==> config.mk <==
export PLATFORM = sky130hd
export DESIGN_NAME = periph_reset_seq_flat
export DESIGN_NICKNAME = d
export VERILOG_FILES = /design/src/rtl/periph_reset_seq_if.sv /design/src/rtl/periph_reset_seq.sv /design/src/flat_wrapper.sv
export SDC_FILE = /design/constraint.sdc
export NUM_CORES = 1
export LEC_CHECK = 0
export ABC_AREA = 1
export BUFFER_PORTS_ARGS = -buffer_cell sky130_fd_sc_hd__buf_2
export CAP_MARGIN = 15
export CORE_MARGIN = 10
export CORE_UTILIZATION = 40
export DETAILED_ROUTE_END_ITERATION = 8
export PLACE_DENSITY_LB_ADDON = 0.2
export RECOVER_POWER = 25
export SETUP_SLACK_MARGIN = 0.15
export SLEW_MARGIN = 20
export SYNTH_ARGS = -nofsm -noshare
export SYNTH_HDL_FRONTEND = slang
export SYNTH_SLANG_ARGS = --single-unit
==> constraint.sdc <==
create_clock -name clk -period 1.8 [get_ports clk]
set_input_delay 0.36 -clock clk [delete_from_list [all_inputs] [get_ports clk]]
set_output_delay 0.36 -clock clk [all_outputs]
set_load 0.02 [all_outputs]
==> src/rtl/periph_reset_seq_if.sv <==
// periph_reset_seq_if
//   Shared 8-bit CSR bus as seen by one register block.
//   csr_a   5-bit register address
//   csr_di  8-bit write data
//   csr_we  one-cycle write strobe
//   csr_do  8-bit read data; 8'h00 from a block that is not addressed, so
//           the parent can OR every block's csr_do together
//   master: bus owner (drives address/data/strobe, reads csr_do)
//   slave : register block (samples address/data/strobe, drives csr_do)
interface periph_reset_seq_if;
   logic [4:0] csr_a;
   logic [7:0] csr_di;
   logic       csr_we;
   logic [7:0] csr_do;

   modport master (output csr_a, output csr_di, output csr_we, input csr_do);
   modport slave  (input csr_a, input csr_di, input csr_we, output csr_do);
endinterface

==> src/rtl/periph_reset_seq.sv <==
// periph_reset_seq
//   Staggered peripheral reset sequencer. After a start (port pulse or CSR
//   write of bit7 to BASE_ADDR) it releases NUM_STEPS reset lines one at a
//   time, STEP_DELAY ce ticks apart (0 means 256). Lines flagged in
//   hold_mask stay in reset but still consume their step slot. An abort
//   (port pulse or CSR bit6) reasserts every line at once and wins over a
//   simultaneous start.
//
// Ports
//   clk, rst   system clock, synchronous active-high reset
//   ce         one-cycle timebase tick
//   start      one-cycle pulse: begin a full sequence from step 0
//   abort      one-cycle pulse: reassert all lines, return to idle
//   hold_mask  1 = keep line i in reset regardless of the sequence
//   csr        CSR bus slave; BASE_ADDR = ctrl/status, BASE_ADDR+1 = lines
//   rst_out    1 = line i held in reset (registered)
//   busy       sequence in progress
//   done       last sequence completed without abort
module periph_reset_seq #(
   parameter logic [4:0] BASE_ADDR  = 5'h1d,
   parameter int         NUM_STEPS  = 6,
   parameter logic [7:0] STEP_DELAY = 8'd4
) (
   input  logic                 clk,
   input  logic                 rst,
   input  logic                 ce,
   input  logic                 start,
   input  logic                 abort,
   input  logic [NUM_STEPS-1:0] hold_mask,
   periph_reset_seq_if.slave    csr,
   output logic [NUM_STEPS-1:0] rst_out,
   output logic                 busy,
   output logic                 done
);

   typedef enum logic [1:0] {IDLE, WAIT, DONE} state_t;

   localparam logic [4:0]           LINE_ADDR = BASE_ADDR + 5'd1;
   localparam logic [2:0]           LAST_IDX  = 3'(NUM_STEPS - 1);
   localparam logic [NUM_STEPS-1:0] ONE       = NUM_STEPS'(1);

   state_t               state_q, state_d;
   logic [NUM_STEPS-1:0] released_q, released_d;
   logic [2:0]           idx_q, idx_d;
   logic [7:0]           cnt_q, cnt_d;

   logic base_hit;
   logic line_hit;
   logic go;
   logic stop;

   always_ff @(posedge clk) begin
      if (rst) begin
         state_q    <= IDLE;
         released_q <= '0;
         idx_q      <= '0;
         cnt_q      <= '0;
         rst_out    <= '1;
      end else begin
         state_q    <= state_d;
         released_q <= released_d;
         idx_q      <= idx_d;
         cnt_q      <= cnt_d;
         // Built from the next released value so abort and each release
         // show up one clk after their cause; hold_mask is taken as-is so
         // a mask change also lands one clk later.
         rst_out    <= ~released_d | hold_mask;
      end
   end

   always_comb begin
      state_d    = state_q;
      released_d = released_q;
      idx_d      = idx_q;
      cnt_d      = cnt_q;

      base_hit = csr.csr_we && (csr.csr_a == BASE_ADDR);
      line_hit = csr.csr_we && (csr.csr_a == LINE_ADDR);
      go       = start | (base_hit & csr.csr_di[7]);
      stop     = abort | (base_hit & csr.csr_di[6]);

      case (state_q)
         WAIT: begin
            if (ce) begin
               // cnt wraps through zero, so a STEP_DELAY of 0 waits 256 ticks
               cnt_d = cnt_q - 8'd1;
               if (cnt_q == 8'd1) begin
                  released_d = released_q | (ONE << idx_q);
                  if (idx_q == LAST_IDX) begin
                     state_d = DONE;
                  end else begin
                     idx_d = idx_q + 3'd1;
                     cnt_d = STEP_DELAY;
                  end
               end
            end
         end
         default: ;
      endcase

      // Software reassert of individual lines; FSM state is untouched, so a
      // running sequence may release the line again at its slot.
      if (line_hit)
         released_d = released_d & ~csr.csr_di[NUM_STEPS-1:0];

      // Abort is checked first so it wins over any start in the same cycle;
      // a ce arriving with start is discarded by the overwrite of cnt.
      if (stop) begin
         released_d = '0;
         state_d    = IDLE;
      end else if (go) begin
         released_d = '0;
         idx_d      = '0;
         cnt_d      = STEP_DELAY;
         state_d    = WAIT;
      end
   end

   assign busy = (state_q == WAIT);
   assign done = (state_q == DONE);

   always_comb begin
      csr.csr_do = 8'h00;
      if (csr.csr_a == BASE_ADDR)
         csr.csr_do = {busy, done, 3'b000, idx_q};
      else if (csr.csr_a == LINE_ADDR)
         csr.csr_do = 8'(rst_out);
   end

endmodule
==> src/flat_wrapper.sv <==
// flat-port wrapper written by rule: the top's interface ports become plain ports
module periph_reset_seq_flat 
#(
   parameter logic [4:0] BASE_ADDR  = 5'h1d,
   parameter int         NUM_STEPS  = 6,
   parameter logic [7:0] STEP_DELAY = 8'd4
)
  (clk, rst, ce, start, abort, hold_mask, rst_out, busy, done, csr_csr_a, csr_csr_di, csr_csr_we, csr_csr_do);
  periph_reset_seq_if csr_i ();
  input  logic clk;
  input  logic rst;
  input  logic ce;
  input  logic start;
  input  logic abort;
  input  logic [NUM_STEPS-1:0] hold_mask;
  output logic [NUM_STEPS-1:0] rst_out;
  output logic busy;
  output logic done;
  input wire logic [$bits(csr_i.csr_a)-1:0] csr_csr_a;
  input wire logic [$bits(csr_i.csr_di)-1:0] csr_csr_di;
  input wire logic [$bits(csr_i.csr_we)-1:0] csr_csr_we;
  output wire logic [$bits(csr_i.csr_do)-1:0] csr_csr_do;
  assign csr_i.csr_a = csr_csr_a;
  assign csr_i.csr_di = csr_csr_di;
  assign csr_i.csr_we = csr_csr_we;
  assign csr_csr_do = csr_i.csr_do;
  periph_reset_seq #(.BASE_ADDR(BASE_ADDR), .NUM_STEPS(NUM_STEPS), .STEP_DELAY(STEP_DELAY)) u_core (.clk(clk), .rst(rst), .ce(ce), .start(start), .abort(abort), .hold_mask(hold_mask), .csr(csr_i), .rst_out(rst_out), .busy(busy), .done(done));
endmodule
==> metrics <==
outcome=finished clean; Antenna Diode Count=0; core area=between 3000 and 4000 sq um; first-pass GRT wire length=between 5000 and 6000 microns; Syn. warnings=0; chip width=78.5 microns; Avg WL per Cell=~11 microns; Tightest Pin Transition=roughly 0.27 ns; final period utilization=87.1%; worst skew pair latency=0.33 ns; placed instance count=273; synthesis-to-finish area growth=20.2%; pwr/cell area=581 nW/um^2; number of global-route vias before repair=1201; # setup viols final=0; initial antenna violation count=0; Setup Total Neg Slack=0 ns; post-cts repair resize count=0; R2R cell count=8; routed wl met3=between 150 and 200 microns; Hold Path Class=in -> reg; max cap viols=0; highest routed layer=met4; post-synthesis average cell area=7.32 sq um; RR Startpoint=u_core.cnt_q[0]$_SDFF_PP0_; nets@finish=264; First-pass DRT Iterations=4; CTS tree=done; RSZ-0062 raised after global routing=true; Yosys cell types=24; crit path DAT=1.21 ns; layout cells sized above 1=between 20% and 30%; Via density=~4.4; IO Pins=just over 40; Final Hold Viols=0; Worst Setup End Kind=output port; met2 WL=1330 microns; IO Port Bufs=40; Reg2Reg Capture Point=u_core.rst_out[3]$_SDFF_PP1_; # H-tree levels=1; largest net degree at the start of global routing=18; GPL Wtd Cong=approximately 0.74; via count=roughly 1.2k; Hold Path End=u_core.rst_out[3]$_SDFF_PP1_; Hold Path Depth=3; Post-CTS Setup Inserts=0; Antenna Violating Nets Remaining=0; total wire length=approximately 3000 microns; met1 WL=roughly 1500 microns; crit path launch type=flip-flop; register area=504 sq um; max-slew violations=0; non-filler cells, final=277; area of the multi-input gates=707 sq um; syn nets=219; Crit Path Category=reg -> out; fin crit period=1.57 ns; Gate Count Post-Synth=187; Fmax achieved=roughly 640 MHz; hold_sp=hold_mask[3]; clock-pin slew on the worst setup and hold paths=0.15 ns; worst reg2reg setup slack=approximately 0.42 ns; DR iter-0 viols=29; Post-DP HPWL=2450 microns; Layout fillers=361; Leakage Power=0.820 nW; Row Count=21; Fin Clk Skew=0.0109 ns; Mapped Area=roughly 1400 sq um; data required time at the worst endpoint=between 1 and 1.5 ns; Starting Density=41.3%; Clock Path Buffers=2; GR Overflow Total=0; Num Clock Sinks=25; height of the die=78.5 microns; DIE AREA=a little over 6000 sq um; sequential area share after synthesis=36.6%; Seq cells post-synth=25; total global-route track usage=10.2%; Slew headroom=82.0%; clk root buf=clkbuf_4; DRC=0; TritonCTS buffer count=3; Max VDD drop=0.000346 V; critical path fanouts, max=6; hold-fix buffers at CTS=0
## cell usage after synthesis
| library cell | n | area share, % |
|---|---|---|
| nand4_1 | 11 | 5.0 |
| clkinv_1 | 1 | 0.27 |
| xor2_1 | 7 | 4.5 |
| inv_2 | 6 | 1.6 |
| nand3_1 | 7 | 2.6 |
| and2_1 | 1 | 0.46 |
| nor2_2 | 4 | 1.8 |
| nor3_1 | 1 | 0.37 |
| nand4_2 | 1 | 0.91 |
| inv_1 | 32 | 8.8 |
| o21ai_0 | 3 | 1.1 |
| a21oi_1 | 4 | 1.5 |
| nand3b_1 | 1 | 0.55 |
| nor2_1 | 28 | 7.7 |
| nand3_2 | 3 | 2.2 |
| o21bai_4 | 1 | 1.4 |
| buf_8 | 1 | 1.1 |
| dfxtp_1 | 25 | 37 |
| nor2_8 | 2 | 2.9 |
| o21ai_1 | 2 | 0.73 |
| nand2_1 | 36 | 9.9 |
| ha_1 | 7 | 6.4 |
| nand2_2 | 2 | 0.91 |
| nand2_4 | 1 | 0.82 |
## kinds of logic after synthesis
kind of cell	share of synthesized area, %
flip-flops	36.6
AND/OR/NAND/NOR	36.1
adder cells (fa/ha/maj)	6.40
buffers and inverters	11.8
XOR/XNOR	4.48
AO/OA/AOI/OAI	4.66
## metrics by stage
stage,setup slack (ns),instance area (sq um),hold WS [ns],total power [mW],util [%]
6_report,0.233,1650,0.193,0.957,49.7
5_1_grt,0.144,1650,0.198,1.01,49.7
4_1_cts,0.183,1650,0.186,0.969,49.8
3_5_place_dp,0.204,1620,0.478,0.702,48.9
3_3_place_gp,0.243,1620,0.473,0.702,48.9
2_1_floorplan,0.284,1370,0.452,0.660,-
## layer usage
metal / GRT usage (%) / vias up
li1: - / 664
met1: 12.7 / 523
met2: 16.2 / 23
met3: 3.30 / 4
met4: 3.23 / 0
met5: 0 / -
## worst max-delay path by stage
stage,from,to,slack (ns),depth (start not counted)
after detailed placement,csr_csr_a[3],csr_csr_do[2],0.20,6
after floorplan,csr_csr_a[3],csr_csr_do[0],0.28,4
after CTS,u_core.idx_q[2]$_SDFF_PP0_,csr_csr_do[2],0.18,3
after global placement,csr_csr_a[3],csr_csr_do[2],0.24,6
final,u_core.idx_q[2]$_SDFF_PP0_,csr_csr_do[2],0.23,3
after global routing,csr_csr_a[3],csr_csr_do[0],0.14,6
## worst max-delay path: stages (launching register included)
cell and delay, ns:
dfxtp_2 0.38, inv_1 0.10, o21ai_0 0.20, buf_2 0.20
## report_power, final
part           internal, mW  switching (mW)
combinational        0.0496          0.0727
sequential            0.561         0.00719
clock                0.0850           0.181
## flip-flops by register name (all words and copies together) (netlist names)
name               flops
u_core.rst_out         6
u_core.cnt_q           8
u_core.idx_q           3
u_core.state_q         2
u_core.released_q      6
## cells in the final DEF (no fill, tap or decap), types with 3 or more instances in the layout
| cell | Yosys | layout |
|---|---|---|
| o21ai_0 | 3 | 3 |
| clkbuf_4 | 0 | 3 |
| clkbuf_1 | 0 | 6 |
| buf_2 | 0 | 34 |
| nand2_2 | 2 | 3 |
| nand3_2 | 3 | 3 |
| ha_1 | 7 | 7 |
| nand4_1 | 11 | 11 |
| nand3_1 | 7 | 7 |
| inv_2 | 6 | 6 |
| nand2_1 | 36 | 36 |
| dfxtp_2 | 0 | 3 |
| nor2_2 | 4 | 6 |
| a21oi_1 | 4 | 4 |
| dfxtp_1 | 25 | 22 |
| xor2_1 | 7 | 7 |
| inv_1 | 32 | 32 |
| nor2_1 | 28 | 26 |
## final cells by class
class	instances	area share [%]
clock inverters	1	0.456
multi-input cells	122	43.0
well taps	46	3.50
inverters	39	8.90
clock buffers	3	1.37
repair buffers	41	12.2
flip-flops and latches	25	30.6
Power figures use the tool's default switching activity.
